`config.mk`:
```
export PLATFORM = sky130hd
export DESIGN_NAME = pe_ipad_ctl_flat
export DESIGN_NICKNAME = d
export VERILOG_FILES = /design/src/rtl/pe_ipad_ctl_pkg.sv /design/src/rtl/pe_ipad_ctl_if.sv /design/src/rtl/pe_ipad_ring_cnt.sv /design/src/rtl/pe_ipad_ctl.sv /design/src/flat_wrapper.sv
export SDC_FILE = /design/constraint.sdc
export NUM_CORES = 1
export LEC_CHECK = 0
export CORE_MARGIN = 1
export CORE_UTILIZATION = 45
export CTS_CLUSTER_SIZE = 30
export DETAILED_ROUTE_END_ITERATION = 8
export PLACE_DENSITY = 0.65
export SETUP_SLACK_MARGIN = 0.02
export SYNTH_ARGS = -nofsm -noshare
export SYNTH_HDL_FRONTEND = slang
export SYNTH_SLANG_ARGS = --single-unit
```
`constraint.sdc`:
```
create_clock -name clk -period 3.3 [get_ports clk]
set_input_delay 0.66 -clock clk [delete_from_list [all_inputs] [get_ports clk]]
set_output_delay 0.66 -clock clk [all_outputs]
set_load 0.05 [all_outputs]
```
`src/rtl/pe_ipad_ctl_pkg.sv`:
```
// Shared types and ring arithmetic for the PE input-pixel scratchpad controller.
package PECtlCfg;
    localparam int IPadSize = 12;
    localparam int AddrWd   = $clog2(IPadSize);
    localparam int ConfDWd  = 6;
    localparam int TileDWd  = 10;

    typedef enum logic [2:0] {IDLE, INIT, LOOP, POP, OLAP} IPadState;

    typedef struct packed {
        logic [AddrWd-1:0] raddr;
        logic [AddrWd-1:0] waddr;
        logic              read;
        logic              write;
    } IPadAddr;

    // Modulo add by compare-subtract; valid while ptr < size and n <= size.
    function automatic logic [AddrWd-1:0] ring_inc(input logic [AddrWd-1:0]  ptr,
                                                   input logic [ConfDWd-1:0] n,
                                                   input logic [ConfDWd-1:0] size);
        logic [ConfDWd:0] sum;
        sum = {{(ConfDWd+1-AddrWd){1'b0}}, ptr} + {1'b0, n};
        if (sum >= {1'b0, size})
            sum = sum - {1'b0, size};
        return sum[AddrWd-1:0];
    endfunction
endpackage

```
`src/rtl/pe_ipad_ctl_if.sv`:
```
// Config, pixel handshake, stall and IPad access bundle of the IPad controller.
interface pe_ipad_ctl_if;
    import PECtlCfg::*;

    logic               i_start;
    logic [ConfDWd-1:0] i_ipad_size;
    logic [ConfDWd-1:0] i_upix;
    logic               i_pixreuse;
    logic [ConfDWd-1:0] i_pm;
    logic [TileDWd-1:0] i_nwin;
    logic               i_pix_valid;
    logic               o_pix_ready;
    logic               i_rd_stall;
    IPadAddr            o_addr;
    logic               o_win_last;
    logic               o_done;
    logic               o_busy;
    IPadState           o_state;

    modport master (
        output i_start, i_ipad_size, i_upix, i_pixreuse, i_pm, i_nwin, i_pix_valid, i_rd_stall,
        input  o_pix_ready, o_addr, o_win_last, o_done, o_busy, o_state
    );

    modport slave (
        input  i_start, i_ipad_size, i_upix, i_pixreuse, i_pm, i_nwin, i_pix_valid, i_rd_stall,
        output o_pix_ready, o_addr, o_win_last, o_done, o_busy, o_state
    );
endinterface

```
`src/rtl/pe_ipad_ring_cnt.sv`:
```
// Ring pointer that clears to zero or advances by a step, wrapping at the tile's window size.
module pe_ipad_ring_cnt
    import PECtlCfg::*;
(
    input  logic               clk,
    input  logic               rst,
    input  logic               clr,
    input  logic               inc,
    input  logic [ConfDWd-1:0] step,
    input  logic [ConfDWd-1:0] size,
    output logic [AddrWd-1:0]  ptr
);
    always_ff @(posedge clk) begin
        if (!rst)
            ptr <= '0;
        else if (clr)
            ptr <= '0;
        else if (inc)
            ptr <= ring_inc(ptr, step, size);
    end
endmodule

```
`src/rtl/pe_ipad_ctl.sv`:
```
// IPad controller: fills the ring, replays each window pm times, then retires and refills slots.
module pe_ipad_ctl
    import PECtlCfg::*;
(
    input  logic         clk,
    input  logic         rst,
    pe_ipad_ctl_if.slave bus
);
    IPadState           state;
    logic [ConfDWd-1:0] size, upix, pm, skip, n_ret;
    logic [ConfDWd-1:0] k, p, acc;
    logic [TileDWd-1:0] nwin, win;
    logic [AddrWd-1:0]  wptr, base;
    logic               done, start_go, pix_ready, accept, write, read, last_k, last_p, eff_reuse;

    assign eff_reuse = bus.i_pixreuse | (bus.i_upix > bus.i_ipad_size);
    assign start_go  = (state == IDLE) & bus.i_start;
    assign pix_ready = (state == INIT) | (state == OLAP);
    assign accept    = bus.i_pix_valid & pix_ready;
    // Leading accepts of an oversized step belong to pixels the window never covers.
    assign write     = accept & ~((state == OLAP) & (acc < skip));
    assign read      = (state == LOOP) & ~bus.i_rd_stall;
    assign last_k    = (k == size - 1'b1);
    assign last_p    = (p == pm - 1'b1);

    assign bus.o_pix_ready = pix_ready;
    assign bus.o_addr      = '{raddr: ring_inc(base, k, size), waddr: wptr, read: read, write: write};
    assign bus.o_win_last  = read & last_k & last_p;
    assign bus.o_done      = done;
    assign bus.o_busy      = (state != IDLE);
    assign bus.o_state     = state;

    pe_ipad_ring_cnt u_wptr (
        .clk(clk), .rst(rst), .clr(start_go), .inc(write),
        .step(ConfDWd'(1)), .size(size), .ptr(wptr)
    );

    pe_ipad_ring_cnt u_base (
        .clk(clk), .rst(rst), .clr(start_go), .inc(state == POP),
        .step(n_ret), .size(size), .ptr(base)
    );

    always_ff @(posedge clk) begin
        if (!rst) begin
            state <= IDLE;
            size  <= '0;
            upix  <= '0;
            pm    <= '0;
            skip  <= '0;
            n_ret <= '0;
            nwin  <= '0;
            k     <= '0;
            p     <= '0;
            acc   <= '0;
            win   <= '0;
            done  <= 1'b0;
        end else begin
            done <= 1'b0;
            case (state)
                IDLE: if (bus.i_start) begin
                    size  <= bus.i_ipad_size;
                    upix  <= bus.i_upix;
                    pm    <= bus.i_pm;
                    nwin  <= bus.i_nwin;
                    skip  <= (bus.i_upix > bus.i_ipad_size) ? bus.i_upix - bus.i_ipad_size : '0;
                    n_ret <= eff_reuse ? bus.i_ipad_size : bus.i_upix;
                    k     <= '0;
                    p     <= '0;
                    acc   <= '0;
                    win   <= '0;
                    state <= INIT;
                end
                INIT: if (accept) begin
                    if (acc == size - 1'b1) begin
                        acc   <= '0;
                        state <= LOOP;
                    end else begin
                        acc <= acc + 1'b1;
                    end
                end
                LOOP: if (read) begin
                    if (!last_k) begin
                        k <= k + 1'b1;
                    end else begin
                        k <= '0;
                        if (!last_p) begin
                            p <= p + 1'b1;
                        end else begin
                            p <= '0;
                            if (win == nwin - 1'b1) begin
                                done  <= 1'b1;
                                state <= IDLE;
                            end else begin
                                state <= POP;
                            end
                        end
                    end
                end
                POP: begin
                    acc   <= '0;
                    state <= OLAP;
                end
                OLAP: if (accept) begin
                    if (acc == upix - 1'b1) begin
                        acc   <= '0;
                        win   <= win + 1'b1;
                        state <= LOOP;
                    end else begin
                        acc <= acc + 1'b1;
                    end
                end
                default: state <= IDLE;
            endcase
        end
    end
endmodule

```
`src/flat_wrapper.sv`:
```
// flat-port wrapper written by rule: the top's interface ports become plain ports
module pe_ipad_ctl_flat import PECtlCfg::*;
  (clk, rst, bus_i_start, bus_i_ipad_size, bus_i_upix, bus_i_pixreuse, bus_i_pm, bus_i_nwin, bus_i_pix_valid, bus_i_rd_stall, bus_o_pix_ready, bus_o_addr, bus_o_win_last, bus_o_done, bus_o_busy, bus_o_state);
  pe_ipad_ctl_if bus_i ();
  input  logic clk;
  input  logic rst;
  input wire logic [$bits(bus_i.i_start)-1:0] bus_i_start;
  input wire logic [$bits(bus_i.i_ipad_size)-1:0] bus_i_ipad_size;
  input wire logic [$bits(bus_i.i_upix)-1:0] bus_i_upix;
  input wire logic [$bits(bus_i.i_pixreuse)-1:0] bus_i_pixreuse;
  input wire logic [$bits(bus_i.i_pm)-1:0] bus_i_pm;
  input wire logic [$bits(bus_i.i_nwin)-1:0] bus_i_nwin;
  input wire logic [$bits(bus_i.i_pix_valid)-1:0] bus_i_pix_valid;
  input wire logic [$bits(bus_i.i_rd_stall)-1:0] bus_i_rd_stall;
  output wire logic [$bits(bus_i.o_pix_ready)-1:0] bus_o_pix_ready;
  output wire logic [$bits(bus_i.o_addr)-1:0] bus_o_addr;
  output wire logic [$bits(bus_i.o_win_last)-1:0] bus_o_win_last;
  output wire logic [$bits(bus_i.o_done)-1:0] bus_o_done;
  output wire logic [$bits(bus_i.o_busy)-1:0] bus_o_busy;
  output wire logic [$bits(bus_i.o_state)-1:0] bus_o_state;
  assign bus_i.i_start = bus_i_start;
  assign bus_i.i_ipad_size = bus_i_ipad_size;
  assign bus_i.i_upix = bus_i_upix;
  assign bus_i.i_pixreuse = bus_i_pixreuse;
  assign bus_i.i_pm = bus_i_pm;
  assign bus_i.i_nwin = bus_i_nwin;
  assign bus_i.i_pix_valid = bus_i_pix_valid;
  assign bus_i.i_rd_stall = bus_i_rd_stall;
  assign bus_o_pix_ready = bus_i.o_pix_ready;
  assign bus_o_addr = bus_i.o_addr;
  assign bus_o_win_last = bus_i.o_win_last;
  assign bus_o_done = bus_i.o_done;
  assign bus_o_busy = bus_i.o_busy;
  assign bus_o_state = bus_i.o_state;
  pe_ipad_ctl u_core (.clk(clk), .rst(rst), .bus(bus_i));
endmodule
```
Word-level counts from Yosys, hierarchy flattened
Index checks and enable logic that the tools add are counted.
- register bits: 80
- bits of input ports: 34
- output and inout port bits: 17
- $add $sub $neg: 15
- $lt $le $gt $ge: 5
- equality and inequality tests: 17
- muxes and demuxes: 33
- bitwise operators: 12
- reduce and logical (&&, ||, !) cells: 13
- operator list (cell ; count):
    6-bit 2-to-1 mux ; 12
    10-bit 2-to-1 mux ; 3
    6-bit equality test ; 4
    3-bit 2-to-1 mux ; 8
    6-bit one-hot mux with 2 select lines ; 2
    6-bit one-hot mux with 4 select lines ; 1
    10-bit one-hot mux with 2 select lines ; 1
    6-bit by 1-bit adder with 6-bit output, second input constant ; 3
    6-bit by 1-bit subtractor with 6-bit output, second input constant ; 3
    3-bit one-hot mux with 5 select lines ; 1
    4-bit by 6-bit adder with 7-bit output ; 2
    7-bit by 6-bit >= comparator with 1-bit output ; 2
    4-bit 2-to-1 mux ; 3
    4-bit AND reduction ; 3
    4-bit subtractor ; 3
    10-bit by 1-bit adder with 10-bit output, second input constant ; 1
    10-bit equality test ; 1
    2-bit by 1-bit inequality test with 1-bit output, second input constant ; 5
    10-bit by 1-bit subtractor with 10-bit output, second input constant ; 1
    8-bit AND reduction ; 1
    1-bit AND ; 7
    3-bit by 2-bit equality test with 1-bit output, second input constant ; 2
    5-bit by 6-bit >= comparator with 1-bit output ; 1
    6-bit greater-than comparator ; 1
    18 further kinds ; 24

Longest topological paths before layout
Gate-level depths: netlist of run 1.
- depth in word-level cells: 7
- mapped depth: 14

Hierarchy
A second synthesis of run 1 with hierarchy kept.
- cell total of the unflattened synthesis: 735
- area total of the unflattened synthesis: 5921.9 um2
- by module, submodules not included (module ; times used ; cells each ; area each (um2)):
    pe_ipad_ctl ; 1 ; 595 ; 4753.3
    pe_ipad_ring_cnt ; 2 ; 70 ; 584.3

Least setup slack after synthesis of run 1
No wires, ideal clock.
- kind: register -> output
- from: reg u_core.k[0]
- to: out bus_o_addr[6]
- data arrival time: 3080 ps
- required time: 2640 ps
- setup slack: -440 ps
- stages on the path, launching flop included: 12
- path buffers: 0
- cell sequence: dfxtp_1 -> ha_1 -> inv_1 -> fa_1 -> inv_1 -> ha_1 -> a21o_1 -> a21o_1 -> a21o_1 -> a21oi_1 -> o21ai_0 -> mux2i_1
- word-level cells in the longest chain between the ends: 3
- ends and longest elaborated chain (item ; line ; source):
    from (decl) ; pe_ipad_ctl.sv:11 ; logic [ConfDWd-1:0] k, p, acc;
    from (signal assigned) ; pe_ipad_ctl.sv:83 ; k <= k + 1'b1;
    4-bit by 6-bit adder with 7-bit output * ; pe_ipad_ctl_pkg.sv:22 ; sum = {{(ConfDWd+1-AddrWd){1'b0}}, ptr} + {1'b0, n};
    7-bit by 6-bit >= comparator with 1-bit output or 4-bit subtractor (tied branches) ; pe_ipad_ctl_pkg.sv:23, pe_ipad_ctl_pkg.sv:24 ;
    4-bit 2-to-1 mux * ; pe_ipad_ctl_pkg.sv:23 ; if (sum >= {1'b0, size})
    to (decl) ; flat_wrapper.sv:16 ; output wire logic [$bits(bus_i.o_addr)-1:0] bus_o_addr;
Every way passes the cells marked *; elsewhere a longest branch is shown, timed or not.

Final worst setup path of run 1
- from: reg u_core.u_base.ptr[0]
- to: out bus_o_addr[7]
- word-level cells in the longest chain between the ends: 3
- ends and longest elaborated chain (item ; line ; source):
    from (decl) ; pe_ipad_ring_cnt.sv:11 ; output logic [AddrWd-1:0] ptr
    from (signal assigned) ; pe_ipad_ring_cnt.sv:19 ; ptr <= ring_inc(ptr, step, size);
    4-bit by 6-bit adder with 7-bit output * ; pe_ipad_ctl_pkg.sv:22 ;
    7-bit by 6-bit >= comparator with 1-bit output or 4-bit subtractor (tied branches) ; pe_ipad_ctl_pkg.sv:23, pe_ipad_ctl_pkg.sv:24 ;
    4-bit 2-to-1 mux * ; pe_ipad_ctl_pkg.sv:23 ;
Marks and branches as above.

==> impl_metrics.sql, run 1 <==
INSERT INTO impl_metrics (metric_group, metric, value, unit) VALUES
('power_and_ir_drop', 'internal_power', '2.81', 'mW'),
('run_status', 'failed_checks', 'setup timing', ''),
('final_layout', 'layout.nets', '837', ''),
('power_and_ir_drop', 'ir_worst_vdd', '0.642', 'mV'),
('floorplanning', 'initial_core_util', '0.465', ''),
('logic_synthesis', 'synth_ff_type', 'dfxtp_1', ''),
('logic_synthesis', 'synth.net_count', '776', ''),
('setup_path', 'critical_path.top_delay_family', 'adder cells', ''),
('logic_synthesis', 'synth_xor_area_frac', '0.109', ''),
('logic_synthesis', 'synth_sequential_area_ratio', '0.284', ''),
('setup_path', 'cp_cell_sequence', 'ha_4 -> inv_2 -> fa_2 -> inv_2 -> ha_4 -> a21o_1 -> a21o_1 -> a21o_1 -> a21oi_2 -> o21ai_4 -> mux2_4 -> buf_12', ''),
('timing', 'finalWorstPathRequiredPeriod', '3570', 'ps'),
('setup_path', 'cp.buffers_inverters', '3', ''),
('setup_path', 'critPathMaxFanout', '4', ''),
('route', 'via_count', '5032', ''),
('power_and_ir_drop', 'p_leak', '2.86', 'nW'),
('setup_path', 'max_stage_delay', '520', 'ps'),
('placed_design', 'port_buffers', '50', ''),
('power_and_ir_drop', 'power_per_cell_area', '700', 'nW/um2'),
('grt', 'wire_length_of_the_first_global_routing_pass', '24.0', 'mm'),
('timing', 'fin_worst_skew', '8.88', 'ps'),
('floorplanning', 'placeableCoreArea', '12100', 'um2'),
('route', 'drtPass1Iterations', '5', ''),
('setup_path', 'arrival', '2910', 'ps'),
('timing', 'max_freq', '280', 'MHz'),
('clock_tree', 'clk-insertion-delay-late', '350', 'ps'),
('floorplanning', 'fp-row-count', '40', ''),
('grt', 'globalRouteMet2Util', '0.405', ''),
('final_layout', 'mostFrequentLayoutCell', 'nand2_1', ''),
('logic_synthesis', 'syn_avg_cell_area', '8.15', 'um2'),
('route', 'detail_route.vias_per_cell', '5.44', ''),
('route', 'ant_nets', '0', ''),
('floorplanning', 'ioPinCount', '51', ''),
('logic_synthesis', 'synth_enable_flop_cells', '0', ''),
('logic_synthesis', 'synthMuxAreaShare', '0.0382', ''),
('clock_tree', 'cts_buffer_depth', '2', ''),
('floorplanning', 'die-height', '114', 'um'),
('floorplanning', 'dieWidth', '114', 'um'),
('timing', 'timing.final.hold_violations', '0', ''),
('power_and_ir_drop', 'power.share.switching', '0.417', ''),
('setup_path', 'cp-start-kind', 'register', ''),
('grt', 'grt_use_met3', '0.0356', ''),
('logic_synthesis', 'syn_area', '5630', 'um2'),
('logic_synthesis', 'synth-simple-area-share', '0.203', ''),
('timing', 'hold_ws', '468', 'ps'),
('final_layout', 'area_growth', '22.2', '%'),
('timing', 'total_of_endpoints_with_negative_setup_slack_in_the_final_report', '4', ''),
('grt', 'first_global_vias', '4932', ''),
('timing', 'postLayoutSetupSlackWorst', '-268', 'ps'),
('placed_design', 'detailed_place_hpwl', '11.1', 'mm'),
('clock_tree', 'clockRootBuffer', 'clkbuf_16', ''),
('route', 'drc', '0', ''),
('logic_synthesis', 'main_combinational_cell_family_by_area_after_synthesis', 'simple AND/OR/NAND/NOR gates', ''),
('logic_synthesis', 'fraction_of_the_mapped_netlist_area_in_adder_cells', '0.121', ''),
('route', 'drt_iter0_drc', '289', ''),
('clock_tree', 'cts_hold_repair.buffers', '0', ''),
('run_status', 'status', 'finished, violations left', ''),
('setup_path', 'criticalPathCategory', 'reg -> out', ''),
('logic_synthesis', 'synth_compound_area_frac', '0.190', ''),
('grt', 'grt_remaining_overflow', '0', ''),
('power_and_ir_drop', 'switching_component_of_the_power', '2.01', 'mW'),
('power_and_ir_drop', 'seq_power_share', '0.269', ''),
('timing', 'fin_crit_sh', '1.08', ''),
('setup_path', 'cp_data_required_time', '2640', 'ps'),
('timing', 'rsz0062_at_grt', 'yes', ''),
('logic_synthesis', 'yosys_register_bits', '80', ''),
('power_and_ir_drop', 'power_frac_clock', '0.215', ''),
('grt', 'initial_antenna_violation_count', '0', ''),
('final_layout', 'highest_count_cells_in_the_layout_ignoring_fill_and_taps', 'nand2_1, dfxtp_1, a21oi_1', ''),
('min_path', 'hold_path.class', 'reg -> reg', ''),
('setup_path', 'crit_path_frequent_cell', 'a21o_1', '');
worst paths after layout:
| kind | start | endpoint | slack (ps) | depth (start not counted) |
|---|---|---|---|---|
| worst max-delay path | u_core.u_base.ptr[0] | bus_o_addr[7] | -270 | 12 |
| worst min register to register | u_core.upix[5] | u_core.upix[5] | 470 | 2 |
| worst min-delay path | u_core.upix[5] | u_core.upix[5] | 470 | 2 |
| worst max register to register | u_core.u_base.ptr[0] | u_core.u_base.ptr[2] | 230 | 16 |
cells in the mapped netlist (all sizes together), types with 3 or more instances:
| master | instances | area [um2] |
|---|---|---|
| a211oi | 8 | 72.6 |
| a21o | 23 | 173 |
| a21oi | 70 | 350 |
| a22o | 3 | 26.3 |
| a31o | 3 | 26.3 |
| a31oi | 5 | 31.3 |
| and2 | 3 | 18.8 |
| and3 | 11 | 68.8 |
| buf | 9 | 47.5 |
| clkbuf | 17 | 63.8 |
| dfxtp | 80 | 1600 |
| fa | 6 | 120 |
| ha | 45 | 563 |
| inv | 50 | 188 |
| mux2 | 4 | 45.0 |
| mux2i | 17 | 170 |
| nand2 | 90 | 338 |
| nand2b | 10 | 62.6 |
| nand3 | 12 | 60.1 |
| nand4 | 6 | 37.5 |
| nor2 | 41 | 154 |
| nor2b | 11 | 68.8 |
| nor3 | 15 | 97.6 |
| nor3b | 3 | 27.5 |
| nor4 | 5 | 46.3 |
| o211a | 3 | 30.0 |
| o211ai | 4 | 30.0 |
| o21ai | 27 | 135 |
| o311ai | 4 | 42.6 |
| or2 | 4 | 25.0 |
| or3 | 5 | 31.3 |
| or3b | 3 | 26.3 |
| xnor2 | 41 | 359 |
| xor2 | 24 | 210 |
layout make-up:
class	instances	area (um2)
fill	1127	5230
multi-input combinational	534	3810
sequential	80	1610
timing repair buffer	76	756
clock buffer	9	225
tap	168	210
inverter	51	195
clock inverter	7	78.8
cells by family (layout without fill, tap and decap cells):
group           count (synthesis)  after routing
compound gates                167            167
xor+xnor                       67             67
fa+ha+maj                      51             51
buf+inv                        77            143
flops                          80             80
mux                            21             21
simple gates                  228            228
what timing repair did:
item                                    4_1_cts  5_1_grt
buffers inserted                              3        2
resized for setup                            12        7
endpoints found under the setup margin        4        8
pin swaps                                     8        4
layer usage:
| metal | up-vias | routed length [um] |
|---|---|---|
| met3 | 11 | 423 |
| met4 | 0 | 135 |
| met2 | 69 | 7070 |
| met1 | 2419 | 6760 |
| li1 | 2533 | - |
| met5 | - | 0 |
flip-flops by register name, indices dropped and copies added (netlist names):
name	flops
u_core.acc	6
u_core.bus.o_done	1
u_core.bus.o_state	3
u_core.k	6
u_core.n_ret	6
u_core.nwin	10
u_core.p	6
u_core.pm	6
u_core.size	6
u_core.skip	6
u_core.u_base.ptr	4
u_core.u_wptr.ptr	4
u_core.upix	6
u_core.win	10
metrics by stage:
| step | instance area, um2 | TNS [ps] | cells |
|---|---|---|---|
| after floorplan | 5650 | 0 | 691 |
| after global placement | 6470 | 0 | 904 |
| after detailed placement | 6470 | -122 | 904 |
| after CTS | 6840 | -987 | 923 |
| after global routing | 6880 | -1320 | 925 |
| final | 6880 | -950 | 925 |
power groups by stage:
stage	clock [mW]	combinational, mW	sequential [mW]
finish	1.03	2.49	1.29
global route	1.09	2.73	1.32
CTS	1.05	2.48	1.29
detailed placement	0	2.42	1.31
global placement	0	2.34	1.30
floorplan	0	1.70	1.30
worst register-to-register path: stages, from the launching register on:
cell     delay [ps]
dfxtp_2         350
buf_4           110
buf_4           100
ha_1            170
inv_1            70
fa_1            450
nor2b_1         120
o21ai_1          80
nand2_1          90
xor2_1          150
ha_1            260
a21o_1          160
a21oi_1         130
o211a_1         190
mux2_2          340
mux2i_1         130
nor2_1           50
Note: power is estimated with default switching activity, not from simulation.
==> run 2, diff against run 1 <==
- PLACE_DENSITY: 0.65 -> 0.72
==> run 2 against run 1 <==
- the run still ends with setup timing left
- maximum frequency about the same
- register-to-register slack got worse by 130 ps
- utilization increased by 0.48 points
- flip-flop and latch count unchanged
- global-route usage about the same
- clock skew decreased by 4.1 ps
- critical endpoint is now bus_o_addr[9]
- highest routed layer unchanged
==> impl_metrics.sql, run 2 (synthesis results as in run 1) <==
INSERT INTO impl_metrics (metric_group, metric, value, unit) VALUES
('placed_design', 'postPlaceCellArea', '6460', 'um2'),
('placed_design', 'dp_cells', '903', ''),
('clock_tree', 'clock_tree_from_tritoncts', 'yes', ''),
('route', 'drtPass1Iterations', '5', ''),
('floorplanning', 'initial_core_util', '0.465', ''),
('final_layout', 'antennaDiodeCount', '0', ''),
('run_status', 'status', 'finished, violations left', ''),
('timing', 'max_freq', '280', 'MHz'),
('timing', 'slew-limit-headroom', '0.391', ''),
('setup_path', 'arrival', '2910', 'ps'),
('floorplanning', 'die-height', '114', 'um'),
('final_layout', 'utilization', '0.573', ''),
('power_and_ir_drop', 'ir_worst_vdd', '0.664', 'mV'),
('route', 'postRouteWirelength', '14.3', 'mm'),
('grt', 'globalRouteTotalUtil', '0.233', ''),
('clock_tree', 'cts_buffer_depth', '2', ''),
('clock_tree', 'clock_sinks', '80', ''),
('setup_path', 'crit_path_start', 'u_core.k[0]', ''),
('timing', 'worst_slew_pin_slew', '902', 'ps'),
('timing', 'fin_worst_skew', '4.82', 'ps'),
('setup_path', 'criticalPathCategory', 'reg -> out', ''),
('setup_path', 'endpoint_kind', 'output pin', ''),
('placed_design', 'detailedPlace.worstSlack', '-0.972', 'ps'),
('min_path', 'hold_path.class', 'reg -> reg', ''),
('placed_design', 'place_congestion', '0.881', ''),
('setup_path', 'critical_path.top_delay_family', 'adder cells', ''),
('final_layout', 'layout.cell_area.non_filler', '6940', 'um2'),
('grt', 'grt_remaining_overflow', '0', ''),
('timing', 'timing.final.hold_violations', '0', ''),
('clock_tree', 'tritoncts.num_buffers', '9', ''),
('final_layout', 'mostFrequentLayoutCell', 'nand2_1', ''),
('power_and_ir_drop', 'p_leak', '2.88', 'nW'),
('placed_design', 'detailed_place_hpwl', '10.8', 'mm'),
('floorplanning', 'fp-row-count', '40', ''),
('timing', 'postLayoutSetupSlackWorst', '-271', 'ps'),
('min_path', 'min_from', 'u_core.upix[5]', ''),
('setup_path', 'max_stage_delay', '410', 'ps'),
('route', 'via_count', '5012', ''),
('clock_tree', 'clk_transition_reported_paths', '60', 'ps'),
('final_layout', 'layout-drive-gt1-share', '0.107', ''),
('timing', 'rsz0062_at_grt', 'yes', ''),
('placed_design', 'port_buffers', '50', ''),
('flow_run', 'drv_cap', '0', ''),
('grt', 'initial_antenna_violation_count', '0', ''),
('clock_tree', 'ctsHtreeMaxLevel', '3', ''),
('timing', 'fin_crit_sh', '1.08', ''),
('route', 'route.detailed.wl_per_inst', '15.4', 'um'),
('route', 'detail_route.vias_per_cell', '5.41', ''),
('route', 'ant_nets', '0', ''),
('power_and_ir_drop', 'power_per_cell_area', '714', 'nW/um2'),
('clock_tree', 'clockRootBuffer', 'clkbuf_16', ''),
('run_status', 'failed_checks', 'setup timing', ''),
('timing', 'slew_violations', '0', ''),
('setup_path', 'cp_data_required_time', '2640', 'ps'),
('setup_path', 'cp_cell_sequence', 'ha_4 -> inv_2 -> fa_1 -> xnor2_2 -> ha_4 -> a21o_1 -> a21o_1 -> a21oi_2 -> o21ai_4 -> mux2_4 -> buf_12', ''),
('grt', 'first_global_vias', '4920', ''),
('setup_path', 'timing.critical_path.slowest_stage_cell', 'fa_1', ''),
('setup_path', 'cp-start-kind', 'register', ''),
('floorplanning', 'placeableCoreArea', '12100', 'um2'),
('timing', 'finalWorstPathRequiredPeriod', '3570', 'ps'),
('clock_tree', 'cts_hold_repair.buffers', '0', ''),
('grt', 'wire_length_of_the_first_global_routing_pass', '23.7', 'mm'),
('floorplanning', 'dieWidth', '114', 'um'),
('clock_tree', 'clk-insertion-delay-late', '350', 'ps'),
('route', 'drt_iter0_drc', '237', ''),
('final_layout', 'highest_count_cells_in_the_layout_ignoring_fill_and_taps', 'nand2_1, dfxtp_1, a21oi_1', ''),
('route', 'drc', '0', ''),
('final_layout', 'fin_cells', '927', ''),
('floorplanning', 'die-area', '13000', 'um2'),
('setup_path', 'cp.buffers_inverters', '2', ''),
('setup_path', 'critPathMaxFanout', '4', ''),
('timing', 'total_of_endpoints_with_negative_setup_slack_in_the_final_report', '4', ''),
('final_layout', 'layout.nets', '839', ''),
('final_layout', 'reg.largest.list', 'u_core.nwin: 10 flops, u_core.win: 10 flops', ''),
('floorplanning', 'ioPinCount', '51', ''),
('grt', 'grt_start_max_net_pins', '44', ''),
('setup_path', 'critical_path.reg2reg.startpoint', 'u_core.u_base.ptr[0]', ''),
('final_layout', 'area_growth', '23.2', '%');
## run 2: cell types whose count changed in the layout (fill, tap and decap cells not counted), moves of 2 or more
cell        delta
clkinvlp_4     +2
inv_6          -2
clkinv_4       -3
clkbuf_8       +3
buf_4          +2
## run 2: per-layer routing
| layer | part of all wire | global-route usage |
|---|---|---|
| met1 | 0.45 | 0.298 |
| met3 | 0.042 | 0.0436 |
| met5 | 0 | 0 |
| met4 | 0.022 | 0.112 |
| met2 | 0.48 | 0.381 |
## run 2: cell type report
class	count	area, um2
Sequential cell	80	1600
Clock buffer	12	267
Inverter	51	195
Clock inverter	4	75.1
Fill cell	1108	5170
Tap cell	168	210
Multi-Input combinational cell	534	3820
Timing Repair Buffer	78	771
## run 2: stage by stage
step                      hold WS (ps)  total power [mW]  setup TNS (ps)
after detailed placement           464              3.68          -0.972
after CTS                          473              4.88           -1170
after global routing               500              5.27           -1440
after global placement             462              3.60               0
final                              473              4.95            -954
after floorplan                    448              3.00               0
## run 2: report_power, final
group          internal, mW  switching (mW)
clock                 0.724           0.411
combinational          1.15            1.39
sequential             1.10           0.187
total                  2.97            1.98
## run 2: tightest hold or removal path: stages, from the launching register on
cell,delay [ps]
dfxtp_1,320
nand2_1,50
a21oi_1,50
## run 2: timing repair
action | in CTS | in global routing
gates resized for setup | 9 | 7
hold endpoints to repair | 0 | 0
buffers inserted | 1 | 7
endpoints found under the setup margin | 4 | 6
pin swaps | 5 | 5
## run 2: worst paths after layout
path	cells past startpoint	slack, ps	to
max	11	-270	bus_o_addr[9]
max reg2reg	15	100	u_core.u_base.ptr[2]
min reg2reg	2	470	u_core.upix[5]
min	2	470	u_core.upix[5]
